==> src/rtl/fir_pkg.sv <==
`default_nettype none
// fir_pkg: width helpers, saturation and shared types for the symmetric FIR datapath.
// Rev 1.0
package fir_pkg;

    localparam int SAT_W      = 64;
    localparam int DEF_DATA_W = 16;
    localparam int DEF_COEF_W = 16;
    localparam int DEF_NTAPS  = 9;

    function automatic int prod_w(input int dw, input int cw);
        return dw + cw + 1;
    endfunction

    function automatic int acc_w(input int dw, input int cw, input int m);
        return prod_w(dw, cw) + $clog2(m);
    endfunction

    typedef logic signed [DEF_DATA_W-1:0] sample_t;
    typedef logic signed [DEF_COEF_W-1:0] coef_t;
    typedef logic signed [acc_w(DEF_DATA_W, DEF_COEF_W, (DEF_NTAPS+1)/2)-1:0] acc_t;

    // Largest/smallest representable value of a dw-bit signed word, widened to SAT_W.
    function automatic logic signed [SAT_W-1:0] sat_hi(input int dw);
        return (64'sd1 <<< (dw - 1)) - 64'sd1;
    endfunction

    function automatic logic signed [SAT_W-1:0] sat_lo(input int dw);
        return -sat_hi(dw) - 64'sd1;
    endfunction

    function automatic logic signed [SAT_W-1:0] saturate(input logic signed [SAT_W-1:0] v,
                                                          input int dw);
        if (v > sat_hi(dw)) begin
            return sat_hi(dw);
        end else if (v < sat_lo(dw)) begin
            return sat_lo(dw);
        end
        return v;
    endfunction

    function automatic logic sat_clipped(input logic signed [SAT_W-1:0] v, input int dw);
        return (v > sat_hi(dw)) || (v < sat_lo(dw));
    endfunction

endpackage
`default_nettype wire

==> src/rtl/fir_add.sv <==
`default_nettype none
// fir_add: two-input signed adder; the single point where the filter performs addition.
// Rev 1.0
module fir_add #(
    parameter int W = 16
) (
    input  logic signed [W-1:0] a_i,
    input  logic signed [W-1:0] b_i,
    output logic signed [W-1:0] sum_o
);

    assign sum_o = a_i + b_i;

endmodule
`default_nettype wire

==> src/rtl/fir_sym_stream.sv <==
`default_nettype none
// fir_sym_stream: streaming symmetric FIR with pre-add folding, loadable taps, scaling and saturation.
// Rev 1.0
module fir_sym_stream
    import fir_pkg::*;
#(
    parameter int DATA_W    = 16,
    parameter int COEF_W    = 16,
    parameter int NTAPS     = 9,
    parameter int OUT_SHIFT = 0
) (
    input  logic                               clk,
    input  logic                               rstN,
    input  logic                               in_valid,
    input  logic signed [DATA_W-1:0]           x,
    input  logic                               flush,
    input  logic                               coef_we,
    input  logic [$clog2((NTAPS+1)/2)-1:0]     coef_addr,
    input  logic signed [COEF_W-1:0]           coef_data,
    output logic                               out_valid,
    output logic signed [DATA_W-1:0]           y,
    output logic                               sat
);

    localparam int M      = (NTAPS + 1) / 2;
    localparam int PAW    = DATA_W + 1;
    localparam int PW     = prod_w(DATA_W, COEF_W);
    localparam int AW     = acc_w(DATA_W, COEF_W, M);
    localparam int LEAVES = 1 << $clog2(M);

    logic signed [DATA_W-1:0] d_q [NTAPS];
    logic signed [DATA_W-1:0] d_d [NTAPS];
    logic signed [COEF_W-1:0] c_q [M];
    logic signed [PAW-1:0]    p_d [M];
    logic signed [PAW-1:0]    p_q [M];
    logic signed [PW-1:0]     m_d [M];
    logic signed [PW-1:0]     m_q [M];
    logic signed [AW-1:0]     acc_node [2*LEAVES-1];
    logic signed [AW-1:0]     acc_shift;
    logic signed [DATA_W-1:0] y_d;
    logic                     sat_d;
    logic signed [DATA_W-1:0] y_q;
    logic                     sat_q;
    logic [3:0]               vld_q;

    // Flush and a valid sample on the same edge leave only the new sample in the line.
    always_comb begin
        for (int k = 0; k < NTAPS; k++) begin
            d_d[k] = d_q[k];
        end
        if (in_valid) begin
            d_d[0] = x;
            for (int k = 1; k < NTAPS; k++) begin
                d_d[k] = flush ? '0 : d_q[k-1];
            end
        end else if (flush) begin
            for (int k = 0; k < NTAPS; k++) begin
                d_d[k] = '0;
            end
        end
    end

    always_ff @(posedge clk or negedge rstN) begin
        if (!rstN) begin
            for (int k = 0; k < NTAPS; k++) begin
                d_q[k] <= '0;
            end
        end else begin
            for (int k = 0; k < NTAPS; k++) begin
                d_q[k] <= d_d[k];
            end
        end
    end

    // Out-of-range addresses match no entry and are dropped.
    always_ff @(posedge clk or negedge rstN) begin
        if (!rstN) begin
            for (int k = 0; k < M; k++) begin
                c_q[k] <= '0;
            end
        end else begin
            for (int k = 0; k < M; k++) begin
                if (coef_we && (int'(coef_addr) == k)) begin
                    c_q[k] <= coef_data;
                end
            end
        end
    end

    for (genvar k = 0; k < M - 1; k++) begin : g_preadd
        fir_add #(.W(PAW)) u_preadd (
            .a_i   (PAW'(d_q[k])),
            .b_i   (PAW'(d_q[NTAPS-1-k])),
            .sum_o (p_d[k])
        );
    end
    assign p_d[M-1] = PAW'(d_q[M-1]);

    always_comb begin
        for (int k = 0; k < M; k++) begin
            m_d[k] = PW'(p_q[k]) * PW'(c_q[k]);
        end
    end

    // Products fill the leaves of a power-of-two tree; unused leaves are tied to zero.
    for (genvar j = 0; j < LEAVES; j++) begin : g_leaf
        if (j < M) begin : g_prod
            assign acc_node[LEAVES-1+j] = AW'(m_q[j]);
        end else begin : g_pad
            assign acc_node[LEAVES-1+j] = '0;
        end
    end

    for (genvar i = 0; i < LEAVES - 1; i++) begin : g_tree
        fir_add #(.W(AW)) u_tree (
            .a_i   (acc_node[2*i+1]),
            .b_i   (acc_node[2*i+2]),
            .sum_o (acc_node[i])
        );
    end

    assign acc_shift = acc_node[0] >>> OUT_SHIFT;
    assign y_d       = DATA_W'(saturate(SAT_W'(acc_shift), DATA_W));
    assign sat_d     = sat_clipped(SAT_W'(acc_shift), DATA_W);

    always_ff @(posedge clk or negedge rstN) begin
        if (!rstN) begin
            for (int k = 0; k < M; k++) begin
                p_q[k] <= '0;
                m_q[k] <= '0;
            end
            vld_q <= '0;
            y_q   <= '0;
            sat_q <= 1'b0;
        end else begin
            for (int k = 0; k < M; k++) begin
                p_q[k] <= p_d[k];
                m_q[k] <= m_d[k];
            end
            vld_q <= {vld_q[2:0], in_valid};
            if (vld_q[2]) begin
                y_q   <= y_d;
                sat_q <= sat_d;
            end
        end
    end

    assign out_valid = vld_q[3];
    assign y         = y_q;
    assign sat       = sat_q;

endmodule
`default_nettype wire

==> config.mk <==
export PLATFORM = sky130hd
export DESIGN_NAME = fir_sym_stream
export DESIGN_NICKNAME = d
export VERILOG_FILES = /design/src/rtl/fir_pkg.sv /design/src/rtl/fir_add.sv /design/src/rtl/fir_sym_stream.sv
export SDC_FILE = /design/constraint.sdc
export NUM_CORES = 2
export LEC_CHECK = 0
export CORE_ASPECT_RATIO = 1.1
export CORE_MARGIN = 5
export CORE_UTILIZATION = 65
export CTS_CLUSTER_DIAMETER = 150
export DETAILED_ROUTE_END_ITERATION = 7
export HOLD_SLACK_MARGIN = 0.08
export PLACE_DENSITY = 0.78
export SYNTH_ARGS = -nofsm -noshare
export SYNTH_HDL_FRONTEND = slang
export SYNTH_SLANG_ARGS = --single-unit
==> constraint.sdc <==
create_clock -name clk -period 17.2 [get_ports clk]
set_input_delay 1.72 -clock clk [delete_from_list [all_inputs] [get_ports clk]]
set_output_delay 1.72 -clock clk [all_outputs]
set_load 0.1 [all_outputs]
Yosys cells after proc, flatten, opt, wreduce, memory -nomap -nowiden
Index checks and enable logic that the tools add are counted.
{"block": "totals", "ff_bits": 493, "input_bits": 40, "out_inout_bits": 18, "wordCells": 69}
{"block": "classes", "addsub": 8, "n_mul": 5, "magnitude_cmp": 2, "n_eq_ne": 4, "muxes": 15, "reduce_logical": 8}
{"op": "$mux W144", "n": 2}
{"op": "$mux W16", "n": 11}
{"op": "$mul A17 B16 Y33", "n": 4}
{"op": "$add A16 B16 Y17", "n": 4}
{"op": "$add A33 B33 Y34", "n": 2}
{"op": "$add A36 B32 Y36", "n": 1}
{"op": "$add A36 B36 Y36", "n": 1}
{"op": "$gt A36 B16 Y1 const B", "n": 1}
{"op": "$lt A36 B16 Y1 const B", "n": 1}
{"op": "$mul A16 B16 Y32", "n": 1}
{"op": "$eq A3 B3 Y1 const B", "n": 3}
{"op": "$logic_and A1 B1 Y1", "n": 5}
{"op": "$eq A3 B2 Y1 const B", "n": 1}
{"op": "$logic_not A3 Y1", "n": 1}
{"op": "$mux W1", "n": 2}
{"op": "$reduce_bool A2 Y1", "n": 1}
{"op": "$logic_or A1 B1 Y1", "n": 1}

Logic depth before layout (Yosys ltp)
{"block": "depth", "ltp_word": 7, "depth_mapped": 29}

By module
From an unflattened synthesis, not the netlist that was laid out.
{"block": "hier_totals", "cells_unflattened": 8902, "area_unflattened_um2": 83405.0}
{"mod": "fir_sym_stream", "instances": 1, "cells_each": 6565, "area_per_inst_um2": 66336.1}
{"mod": "fir_add at g_tree[0].u_tree ...", "instances": 7, "cells_each": 267, "area_per_inst_um2": 1924.3}
{"mod": "fir_add at g_preadd[0].u_preadd ...", "instances": 4, "cells_each": 117, "area_per_inst_um2": 899.6}

Worst setup path after synthesis
OpenSTA, ideal clock, no wires.
{"block": "synth_path", "path_type": "register to register", "startpoint": "register c_q[20] (netlist bit)", "endpoint": "register m_q (netlist bit acc_node[176])", "t_arrival_ps": 6592, "path_slack_ps": 10528, "stages_incl_launch_ff": 27, "path_cell_list": "dfrtp_1 clkbuf_1 clkbuf_1 nand2_1 fa_1 inv_1 fa_1 inv_1 fa_1 fa_1 inv_1 fa_1 inv_1 fa_1 inv_1 ha_1 a21o_1 a21o_1 a21oi_1 o21ai_0 a41oi_1 nor3_1 nor4_2 nor4_1 a2111o_1 a21oi_1 xnor2_1"}
{"item": "start, declared", "line_no": "fir_sym_stream.sv:33", "source": "logic signed [COEF_W-1:0] c_q [M];"}
{"item": "start signal, assigned by index", "line_no": "fir_sym_stream.sv:84", "source": "c_q[k] <= coef_data;"}
{"item": "end signal, assigned by index", "line_no": "fir_sym_stream.sv:138", "source": "m_q[k] <= m_d[k];"}
{"item": "end, declared", "line_no": "fir_sym_stream.sv:37", "source": "logic signed [PW-1:0] m_q [M];"}

Final worst setup path
{"block": "layout_path", "startpoint": "register m_q (netlist bit acc_node[144])", "endpoint": "register y_q[4] (netlist: y[4])"}
{"block": "layout_via", "elab_chain_cells": 7, "word_cells_on_any_way": 9, "cone_classes": "3 x add/sub; 2 x order compare; 4 x mux"}
{"item": "$add A33 B33 Y34 (*)", "line_no": "fir_add.sv:12", "source": "assign sum_o = a_i + b_i;"}
{"item": "$add A36 B36 Y36 (*)", "line_no": "fir_add.sv:12"}
{"item": "$add A36 B32 Y36 (*)", "line_no": "fir_add.sv:12"}
{"item": "$lt A36 B16 Y1", "line_no": "fir_pkg.sv:36", "source": "end else if (v < sat_lo(dw)) begin"}
{"item": "$mux W1", "line_no": "fir_pkg.sv:36"}
{"item": "$mux W1", "line_no": "fir_pkg.sv:34", "source": "if (v > sat_hi(dw)) begin"}
{"item": "$mux W16 (*)", "line_no": "fir_pkg.sv:39", "source": "return v;"}
{"item": "end signal, assigned", "line_no": "fir_sym_stream.sv:142", "source": "y_q <= y_d;"}
{"item": "end, declared", "line_no": "fir_sym_stream.sv:42", "source": "logic signed [DATA_W-1:0] y_q;"}
Every way passes the cells marked *; elsewhere a longest branch is shown, timed or not.
A chain may end at the register's enable or synchronous reset.

==> summary.txt <==
Clock network
  – Clock Path Buffers: 3
  – CTS tree: built
  – Clock Sink Count: 493
  – Worst-path clk slew: around 0.060 ns
  – CTS resizes: 0
  – CTS root buffer: clkbuf_16
  – Postcts setup bufs: 0
  – Hold_buf cts: 0
  – Htree depth: 2
  – Clk_lat worst skew: just under 0.7 ns
  – Number of CTS-inserted buffers: 58

Yosys
  – Yosys warning total: 0
  – Seq/Total Area, Yosys: 0.1652
  – Synth cell types: 84
  – Synthesized flop and latch total: 493
  – Biggest area consumer among synthesized cells: fa_1
  – Post-synth top area share: 0.3771
  – Post-Syn Area: 74690 µm²
  – Top-count cell post-synth: inv_1
  – Mapped Cells: 7691
  – Most used DFF post-synth: dfrtp_1
  – Asr flop ratio synth: 1.000
  – Mean area per synthesized cell: 9.711 µm²
  – Top post-synthesis cells by area: fa_1 38%, dfrtp_1 17%, ha_1 9.7%
  – Commonest cells in the netlist: 1636 x inv_1, 1407 x fa_1, 849 x nand2_1
  – Post-synth EDFFs: 0
  – Net count after synthesis: 9720

Cells and area
  – Register Area: 12340 µm²
  – Area of the multi-input gates: 55220 µm²
  – Finished Cell Area: 78360 µm²
  – Area added between synthesis and finish: 4.915%
  – # fillers: 8785
  – Final net count: ~9600
  – Share of layout cells above drive strength 1: 0.03295
  – Layout Cells excl Fill: 9152

Critical path
  – Crit-path max FO: 13
  – CP startpoint kind: flip-flop
  – CP Capture Type: flip-flop
  – WP data arrival: 8.10 ns
  – Worst EP required: 17.70 ns
  – Reg2reg start: acc_node[144]$_DFF_PN0_
  – WS Path Type: flip-flop to flip-flop
  – CP Launch Point: acc_node[144]$_DFF_PN0_

Global route
  – Number of global-route vias before repair: 55990
  – Initial antenna violation count: 23
  – Grt total ovfl: 0
  – GRT Util Overall: 0.3172
  – Global-route wire length before repair: 303300 µm
  – Largest net degree at the start of global routing: roughly 180

STA
  – Slew Limit Fails: 0
  – Worst Hold Margin: 0.3491 ns
  – Endpoints failing setup: 0
  – Final min period: between 7 and 8 ns
  – RSZ-0062 raised after global routing: no
  – F_max: 0.1316 GHz
  – Final period utilization: 0.4417
  – Setup Skew: 0.04300 ns
  – Max_slew headroom: 0.2610
  – Setup_tns: 0 ns
  – Slew @ Worst Pin: roughly 1.1 ns
  – Fin. Hold Viols: 0

Routing
  – Via count: 52490
  – DRC: 0
  – Iter 0 DRT Violations: 4329
  – Routed len/inst: about 20 µm
  – Drt via density: ~5.7
  – Total wire length: 186200 µm
  – First drt pass iteration count: 6
  – Final ANT Viol Nets: 0

Die
  – Core area: 114200 µm²
  – Row count: 130
  – Die Width: 333.2 µm
  – Chip height: 365.5 µm
  – Io pins: 58
  – Initial core utilization: 0.6541
  – Die ar.: 121800 µm²

Power and ir drop
  – Sequential share of power: 0.129
  – Int Pwr: 6752 µW
  – Clock share of power: 0.089
  – LEAKAGE: 0.03783 µW
  – Combinational share of power: 0.781
  – Max IR drop VDD: about 0.00037 V
  – Switching Fraction: 0.5337
  – Pwr Density: 184.8 nW/µm²
  – P_sw: ~7700 µW

Placed design
  – Routability Congestion: approximately 0.95
  – Placed Area: 76350 µm²
  – Final HPWL DP: 150200 µm
  – # port buffers: 57
  – DP Cell Count: 9027

Status
  – Status: finished, final reports clean

Min path
  – Hold Crit Start: vld_q[0]$_DFF_PN0_
  – Worst hold path type: flip-flop to flip-flop

Run
  – Max-cap violations: 0
## metal layers
layer	up-vias	global-route usage	wire (µm)
met4	10	0.1354	9694
met5	-	0	59
met3	460	0.07289	16300
li1	23210	-	-
met2	2022	0.5075	85950
met1	26780	0.4229	74150
## worst max-delay path, cell delays in order (launching register included)
cell       delay, ns
dfrtp_1         0.33
ha_1            0.16
inv_1           0.05
fa_1            0.40
nor2b_1         0.15
o21a_1          0.14
o21ai_1         0.10
a21o_1          0.22
a2111oi_1       0.79
a221o_1         0.33
a41o_1          0.24
o21ai_0         0.18
o311ai_0        0.36
a21oi_1         0.14
xor2_1          0.34
fa_1            0.48
inv_1           0.06
ha_1            0.30
a21o_1          0.23
a2111oi_1       0.58
o211ai_1        0.14
a211o_1         0.30
nand2_1         0.10
o211ai_1        0.08
o21ai_0         0.21
o31a_1          0.82
o32ai_2         0.20
## power groups by stage
stage	clock (µW)	combinational (µW)	sequential (µW)
after floorplan	0	8620	1650
after detailed placement	0	11200	1870
after global routing	1360	12600	1890
after CTS	1310	11300	1850
after global placement	0	11000	1870
final	1290	11300	1870
## layout make-up
class,instances,area share
well taps,1518,0.02424
flip-flops and latches,493,0.1574
clock inverters,37,0.005333
repair buffers,79,0.009596
clock buffers,72,0.01983
multi-input cells,5300,0.7046
inverters,1637,0.07842
diodes,16,0.0005110
## flip-flops by register name, indices dropped and copies added (netlist names)
register,count
sat,1
y,16
acc_node,164
d_q,144
c_q,80
p_q,84
vld_q,4
## kinds of logic after synthesis
| logic type | Yosys count | share of synthesized area |
|---|---|---|
| DFF | 493 | 0.1652 |
| adders and majority gates | 1989 | 0.4746 |
| xor gates and xnor gates | 306 | 0.03588 |
| AOI/OAI and AO/OA | 758 | 0.06888 |
| and+or+nand+nor | 2041 | 0.1308 |
| muxes | 206 | 0.02890 |
| buffers and inverters | 1898 | 0.09577 |
## cells in the final DEF (no fill, tap or decap), types with 19 or more instances in the layout
master,count
a211oi_1,20
a21o_1,119
a21oi_1,199
a31oi_1,20
and2_1,543
and3_1,22
buf_4,22
clkbuf_16,58
clkdlybuf4s50_1,54
dfrtp_1,493
fa_1,1407
ha_1,582
inv_1,1636
mux2_2,77
mux2i_1,129
nand2_1,849
nand2b_1,104
nand3_1,54
nor2_1,324
nor2b_1,24
nor3_1,48
o21a_1,49
o21ai_0,117
o21bai_1,40
or3_1,19
xnor2_1,226
xor2_1,80
## through the flow
stage               utilization  setup slack, ns  total power [µW]
floorplan                     -            10.53             10270
global placement         0.6686            10.01             12830
detailed placement       0.6686            9.711             13060
CTS                      0.6859            9.689             14420
global route             0.6859            9.194             15870
finish                   0.6863            9.602             14480
## path summary, 6_finish.rpt
kind | end | slack, ns | cells after the start
max in group asynchronous | d_q[9]$_DFFE_PN0P_ | 13.31 | 4
worst max-delay path | y[4]$_DFFE_PN0P_ | 9.60 | 26
worst min-delay path | vld_q[1]$_DFF_PN0_ | 0.35 | 0
min in group asynchronous | acc_node[267]$_DFF_PN0_ | 0.95 | 1
worst min register to register | vld_q[1]$_DFF_PN0_ | 0.35 | 0
worst max register to register | y[4]$_DFFE_PN0P_ | 9.60 | 26
(Power assumes the default switching activity.)
